### src/rtl/mc_state_ctrl.sv
// rtl/mc_state_ctrl.sv - multi-cycle processor control state machine
module mc_state_ctrl #(
    parameter int STATE_LEN = 3,
    parameter int CNT_W     = 32
) (
    input  logic                 clk,
    input  logic                 rst_n,
    input  logic [31:0]          instr,
    input  logic                 imem_ready,
    input  logic                 dmem_ready,
    input  logic                 zero,
    output logic [STATE_LEN-1:0] state,
    output logic [31:0]          ir,
    output logic [5:0]           opcode,
    output logic [5:0]           funct,
    output logic                 ir_write,
    output logic                 pc_write,
    output logic [1:0]           pc_src,
    output logic                 illegal,
    output logic [CNT_W-1:0]     instr_count
);

    typedef enum logic [STATE_LEN-1:0] {
        S_IF   = STATE_LEN'(0),
        S_ID   = STATE_LEN'(1),
        S_EX   = STATE_LEN'(2),
        S_MEM  = STATE_LEN'(3),
        S_WB   = STATE_LEN'(4),
        S_HALT = STATE_LEN'(5)
    } state_t;

    localparam logic [5:0] OP_R    = 6'b000000;
    localparam logic [5:0] OP_J    = 6'b000010;
    localparam logic [5:0] OP_BEQ  = 6'b000100;
    localparam logic [5:0] OP_ADDI = 6'b001000;
    localparam logic [5:0] OP_ORI  = 6'b001101;
    localparam logic [5:0] OP_LW   = 6'b100011;
    localparam logic [5:0] OP_SW   = 6'b101011;

    localparam logic [5:0] FN_ADD  = 6'b100000;
    localparam logic [5:0] FN_SUB  = 6'b100010;
    localparam logic [5:0] FN_AND  = 6'b100100;
    localparam logic [5:0] FN_OR   = 6'b100101;

    state_t             state_q, state_d;
    logic [31:0]        ir_q, ir_d;
    logic               illegal_q, illegal_d;
    logic [CNT_W-1:0]   instr_count_q, instr_count_d;

    logic               ir_write_c;
    logic               pc_write_c;
    logic [1:0]         pc_src_c;
    logic               retire;
    logic               funct_ok;
    logic               supported;

    // Decode looks only at the latched instruction, never at the live bus.
    always_comb begin
        funct_ok = 1'b0;
        case (ir_q[5:0])
            FN_ADD, FN_SUB, FN_AND, FN_OR: funct_ok = 1'b1;
            default:                       funct_ok = 1'b0;
        endcase
        supported = 1'b0;
        case (ir_q[31:26])
            OP_R:                                        supported = funct_ok;
            OP_J, OP_BEQ, OP_ADDI, OP_ORI, OP_LW, OP_SW: supported = 1'b1;
            default:                                     supported = 1'b0;
        endcase
    end

    always_comb begin
        state_d    = state_q;
        ir_d       = ir_q;
        illegal_d  = illegal_q;
        ir_write_c = 1'b0;
        pc_write_c = 1'b0;
        pc_src_c   = 2'b00;
        retire     = 1'b0;

        case (state_q)
            S_IF: begin
                if (imem_ready) begin
                    ir_write_c = 1'b1;
                    pc_write_c = 1'b1;
                    ir_d       = instr;
                    state_d    = S_ID;
                end
            end
            S_ID: begin
                if (!supported) begin
                    illegal_d = 1'b1;
                    state_d   = S_HALT;
                end else if (ir_q[31:26] == OP_J) begin
                    pc_write_c = 1'b1;
                    pc_src_c   = 2'b10;
                    retire     = 1'b1;
                    state_d    = S_IF;
                end else begin
                    state_d = S_EX;
                end
            end
            S_EX: begin
                if (ir_q[31:26] == OP_BEQ) begin
                    pc_write_c = zero;
                    pc_src_c   = 2'b01;
                    retire     = 1'b1;
                    state_d    = S_IF;
                end else if (ir_q[31:26] == OP_LW || ir_q[31:26] == OP_SW) begin
                    state_d = S_MEM;
                end else begin
                    state_d = S_WB;
                end
            end
            S_MEM: begin
                if (dmem_ready) begin
                    if (ir_q[31:26] == OP_SW) begin
                        retire  = 1'b1;
                        state_d = S_IF;
                    end else begin
                        state_d = S_WB;
                    end
                end
            end
            S_WB: begin
                retire  = 1'b1;
                state_d = S_IF;
            end
            S_HALT: begin
                state_d = S_HALT;
            end
            default: begin
                state_d = S_IF;
            end
        endcase

        instr_count_d = instr_count_q + CNT_W'(retire);
    end

    always_ff @(posedge clk or negedge rst_n) begin
        if (!rst_n) begin
            state_q       <= S_IF;
            ir_q          <= '0;
            illegal_q     <= 1'b0;
            instr_count_q <= '0;
        end else begin
            state_q       <= state_d;
            ir_q          <= ir_d;
            illegal_q     <= illegal_d;
            instr_count_q <= instr_count_d;
        end
    end

    // Strobes are Mealy on imem_ready, so they must be masked while reset is held.
    assign ir_write    = ir_write_c & rst_n;
    assign pc_write    = pc_write_c & rst_n;
    assign pc_src      = rst_n ? pc_src_c : 2'b00;

    assign state       = state_q;
    assign ir          = ir_q;
    assign opcode      = ir_q[31:26];
    assign funct       = ir_q[5:0];
    assign illegal     = illegal_q;
    assign instr_count = instr_count_q;

endmodule

### config.mk
export PLATFORM = sky130hd
export DESIGN_NAME = mc_state_ctrl
export DESIGN_NICKNAME = d
export VERILOG_FILES = /design/src/rtl/mc_state_ctrl.sv
export SDC_FILE = /design/constraint.sdc
export NUM_CORES = 1
export LEC_CHECK = 0
export BUFFER_PORTS_ARGS = -buffer_cell sky130_fd_sc_hd__buf_4
export CAP_MARGIN = 20
export CORE_MARGIN = 4
export CORE_UTILIZATION = 49
export DETAILED_ROUTE_END_ITERATION = 16
export PLACE_DENSITY_LB_ADDON = 0.25
export SYNTH_ARGS = -nofsm -noshare
export SYNTH_HDL_FRONTEND = slang
export SYNTH_SLANG_ARGS = --single-unit
export TNS_END_PERCENT = 50
### constraint.sdc
create_clock -name clk -period 3.4 [get_ports clk]
set_input_delay 0.68 -clock clk [delete_from_list [all_inputs] [get_ports clk]]
set_output_delay 0.68 -clock clk [all_outputs]
set_load 0.01 [all_outputs]
=== After elaboration in Yosys (flattened, before gate mapping) ===
Cells that the tools add are included.

* Register bits: 68
* Memory bits (read-only): 0
* Memories kept: 0
* Memory bits (writable): 0
* Output and inout port bits: 84
* Input bits: 37
* Bits in latches: 0

* Shift-type cells: 0
* Bitwise logic cells: 3
* Div/mod/pow operators: 0
* Add/sub/neg operators: 1
* Reductions and logical operators: 8
* Muxes and demuxes: 25
* Magnitude comparators: 0
* Equality and inequality tests: 17
* $mul: 0

{| class="wikitable"
|+ Operators with widths
! kind !! count
|-
| 6-bit equality test, second input constant || 6
|-
| 32-bit by 1-bit adder with 32-bit output || 1
|-
| 3-bit two-way mux || 6
|-
| 3-bit one-hot mux with 5 select lines || 1
|-
| 6-bit by 4-bit equality test with 1-bit output, second input constant || 2
|-
| 1-bit two-way mux || 10
|-
| 2-bit two-way mux || 4
|-
| 3-bit by 2-bit equality test with 1-bit output, second input constant || 2
|-
| 3-bit equality test, second input constant || 2
|-
| 6-bit by 2-bit equality test with 1-bit output, second input constant || 1
|-
| 6-bit by 3-bit equality test with 1-bit output, second input constant || 1
|-
| 6-bit zero test || 1
|-
| 2-bit AND reduction || 3
|-
| 6-bit OR reduction || 1
|-
| 2-bit inequality test, second input constant || 2
|-
| 1-bit one-hot mux with 4 select lines || 1
|-
| 2-bit one-hot mux with 2 select lines || 1
|-
| 4-bit OR reduction || 1
|-
| 3-bit by 1-bit equality test with 1-bit output, second input constant || 1
|-
| 3-bit zero test || 1
|-
| 1-bit one-hot mux with 3 select lines || 1
|-
| 1-bit AND || 2
|-
| 1-bit one-hot mux with 2 select lines || 1
|-
| 1-bit logical OR || 1
|-
| 1-bit inverter || 1
|}

=== Logic depth before layout (Yosys ltp) ===
* Depth after elaboration: 7
* Gate-level depth with buffers: 11
* Gate-level depth less buffers: 10

=== Least setup slack after synthesis ===
OpenSTA, ideal clock, no wires.

* Kind: reg-to-reg
* From: reg ir_q[28] (netlist: ir[28])
* To: reg instr_count_q[20] (netlist: instr_count[20])
* Data arrival time: 2.450 ns
* Period minus slack after synthesis: 2.577 ns
* Data required time: 3.273 ns
* Stages on the path, launching flop included: 12
* Slack: 0.823 ns
* Path through: dfrtp_1 > buf_2 > nor3b_2 > nand3_1 > o22ai_1 > a31o_2 > ha_1 > ha_1 > nand4_1 > nor3_2 > nand4_1 > xnor2_1

* Longest elaborated chain between the ends: 6
* Elaborated cells between the ends (all ways): 16
* Those cells by class: add/sub (1); eq/ne (6); mux (7); reduce/logical (2)

{| class="wikitable"
|+ Ends and longest elaborated chain
! what !! line !! text
|-
| start: declaration || 46 || <nowiki>logic [31:0] ir_q, ir_d;</nowiki>
|-
| start signal: assignment || 148 || <nowiki>ir_q <= ir_d;</nowiki>
|-
| 6-bit by 2-bit equality test with 1-bit output, or another cell as far along || 65, 94 ||
|-
| 6-bit OR reduction || 65 || <nowiki>case (ir_q[31:26])</nowiki>
|-
| 1-bit one-hot mux with 2 select lines || 65 ||
|-
| 1-bit two-way mux || 91 || <nowiki>if (!supported) begin</nowiki>
|-
| 1-bit one-hot mux with 4 select lines * || 81 || <nowiki>case (state_q)</nowiki>
|-
| 32-bit by 1-bit adder with 32-bit output * || 137 || <nowiki>instr_count_d = instr_count_q + CNT_W'(retire);</nowiki>
|-
| named net instr_count_d[20] || 48 || <nowiki>logic [CNT_W-1:0] instr_count_q, instr_count_d;</nowiki>
|-
| end signal: assignment || 150 || <nowiki>instr_count_q <= instr_count_d;</nowiki>
|-
| end: declaration || 48 ||
|}

Mark *: on every way through the listed nets, which the timed path passes. The rest lies on a longest branch.
A chain may end at the register's enable or synchronous reset.

=== Final worst setup path ===
* From: reg ir_q[28] (netlist: ir[28])
* To: reg instr_count_q[24] (netlist: instr_count[24])

Same word-level chain as after synthesis.

==> qor.txt <==
Max Clock Skew: 0.0119 ns
DRC Markers: 0
worst-margin pin slew: 0.659 ns
Max Buffers Root-to-Sink: 2
Sw Ratio: 0.344
wire per inst: 16.0 µm
post-route ant nets: 0
TritonCTS Buffers: 9
unrepaired setup endpoints after global routing: false
total track usage: 0.195
Core Footprint: 6310 µm²
top layer in use: met4
# hold bufs at CTS: 0
Max Cap Viol: 0
type of the tightest min-delay check: in2async
Die X-Extent: 88.6 µm
Detail Route met3 WL: 685 µm
die height: 88.6 µm
CP Max Fanout: 11
status: completed
largest net degree at the start of global routing: 54
area leader, netlist: dfrtp_1
Site Rows: 29
TNS Setup: 0 ns
Main synth FF type: dfrtp_1
max frequency: 326 MHz
Avg Cell Area, Syn: 12.3 µm²
Unique masters post-synth: 44
main area contributors after synthesis: dfrtp_1 53%, mux2_2 9.2%, xnor2_1 6.9%
via count: 2451
die area: 7850 µm²
Place WS: 0.369 ns
ANT cells: 0
r2r setup slk: 0.33 ns
Clock Tree Root: clkbuf_8
H-tree depth: 3
first-pass GRT wire length: 11800 µm
cell count after synthesis: 259
IO Count: 121
area grow syn2layout: 33.2%
CTS tree: done
hpwl dp: 5280 µm
WP data required: 3.62 ns
leakage power: 2.02 nW
grt total ovfl: 0
Worst-Skew Late Latency: 0.34 ns
Initial DRT Pass Iterations: 4
Sw Pwr: 1.04 mW
period utilization: 0.903
GPL Wtd Cong: 0.839
PortBufs: 120
Yosys Warn Count: 0
total setup buffers inserted after CTS: 0
Syn Nets: 298
CP Launch Type: register
most frequent cells after synthesis: 68 x dfrtp_1, 26 x mux2_2, 25 x xnor2_1, 21 x nand3_1, 13 x buf_4
FILL cells: 527
type of the worst setup path: reg2reg
vias in the first global route: 2425
Post-synth EDFFs: 0
element type at the critical path end: register
Logic pwr share: 0.368
met1 WL: 3090 µm
CTS Sinks: 68
Async SR Flop Fraction: 1.00
register area share after synthesis: 0.535
#FFs+latches synth: 68
fin. max-slew vios: 0
Layout Nets: 413
Post-Syn Area: 3180 µm²
Hold WS: 0.203 ns
initial antenna violation count: 0
Worst Path Arrival: 3.28 ns
Met2 Wirelength: 3460 µm
internal power: 1.98 mW
fin crit period: 3.07 ns
clock share of power: 0.204
top-area cell type share of the netlist area: 0.535
maximum vdd drop: 0.496 mV
final setup fails: 0
final hold vios: 0
Clk pin slew, worst setup/hold paths: 0.08 ns
PD cells: 713 nW/µm²
final wirelength: 7310 µm
cts repair resizes: 0
Initial Util: 0.504
Reg power frac: 0.429
most common cell in the synthesized netlist: dfrtp_1
Starting DRT DRC Count: 141
DR vias/cell: 5.38
layout cells sized above 1: 0.456
setup slack after layout: 0.331 ns
max_slew headroom: 0.561
-- cell usage in the layout (no fill, tap or decap), types with 2 or more instances in the layout --
| cell | n |
|---|---|
| nand2_1 | 8 |
| a21oi_1 | 6 |
| nand4_1 | 11 |
| clkinvlp_4 | 3 |
| buf_4 | 124 |
| and2_1 | 4 |
| o21ai_0 | 3 |
| nor3_1 | 3 |
| dfrtp_1 | 68 |
| xnor2_1 | 25 |
| nor3b_1 | 2 |
| and4_1 | 3 |
| o22ai_1 | 2 |
| mux2_2 | 26 |
| mux2_1 | 6 |
| inv_1 | 6 |
| and3_1 | 6 |
| nand3_1 | 21 |
| xor2_1 | 6 |
| ha_1 | 2 |
| o211ai_1 | 2 |
| nor2_1 | 8 |
| clkbuf_8 | 11 |
-- path summary, 6_finish.rpt --
path / start / endpoint / cells after the start
setup / recovery: ir[28] / instr_count[24] / 10
hold / removal: rst_n / ir[2] / 1
setup reg to reg: ir[28] / instr_count[24] / 10
hold reg to reg: illegal / illegal / 1
max in group asynchronous: rst_n / instr_count[9] / 2
min in group clk: illegal / illegal / 1
-- metal layers --
layer,global-route usage,up-vias
met5,0,-
met4,0.0577,0
met3,0.0689,8
met2,0.315,94
met1,0.249,1206
li1,-,1143
-- metrics by stage --
stage          power, mW  std cells  cell area, µm²  utilization
6_report            3.02        456            4240        0.672
5_1_grt             3.22        456            4240        0.672
4_1_cts             3.06        456            4240        0.672
3_5_place_dp        2.44        440            4050        0.642
3_3_place_gp        2.40        440            4050        0.642
2_1_floorplan       1.90        259            3180            -
-- critical path, cell delays in order (launching register included) --
cell,delay (ns)
dfrtp_1,0.50
nor3b_2,0.37
nand3_1,0.17
o22ai_1,0.18
a31o_2,0.19
ha_1,0.23
ha_1,0.24
nand4_1,0.17
nor3_2,0.52
nand4_1,0.21
xnor2_1,0.17
-- logic make-up after synthesis --
kind of cell | synth area share
flip-flops | 0.535
AND/OR/NAND/NOR | 0.154
AO/OA/AOI/OAI | 0.0448
adder cells (fa/ha/maj) | 0.00786
multiplexers | 0.116
buffers and inverters | 0.0566
XOR/XNOR | 0.0853
-- state kept, by name, indices dropped and copies added, names as in the netlist --
| name | flops |
|---|---|
| ir | 32 |
| state | 3 |
| illegal | 1 |
| instr_count | 32 |
-- power groups by stage --
| stage | registers (mW) | logic, mW | clock network [mW] |
|---|---|---|---|
| 6_report | 1.30 | 1.11 | 0.616 |
| 5_1_grt | 1.34 | 1.20 | 0.678 |
| 4_1_cts | 1.30 | 1.13 | 0.637 |
| 3_5_place_dp | 1.31 | 1.13 | 0 |
| 3_3_place_gp | 1.29 | 1.11 | 0 |
| 2_1_floorplan | 1.35 | 0.548 | 0 |
-- final cells by class --
cell class	count	area, µm²	area share
Multi-Input combinational cell	165	1300	0.307
Timing Repair Buffer	124	931	0.220
Clock buffer	11	151	0.0357
Tap cell	77	96.3	0.0227
Clock inverter	5	36.3	0.00856
Sequential cell	68	1700	0.401
Inverter	6	22.5	0.00531
No activity file was read; power rests on OpenSTA's default activity.
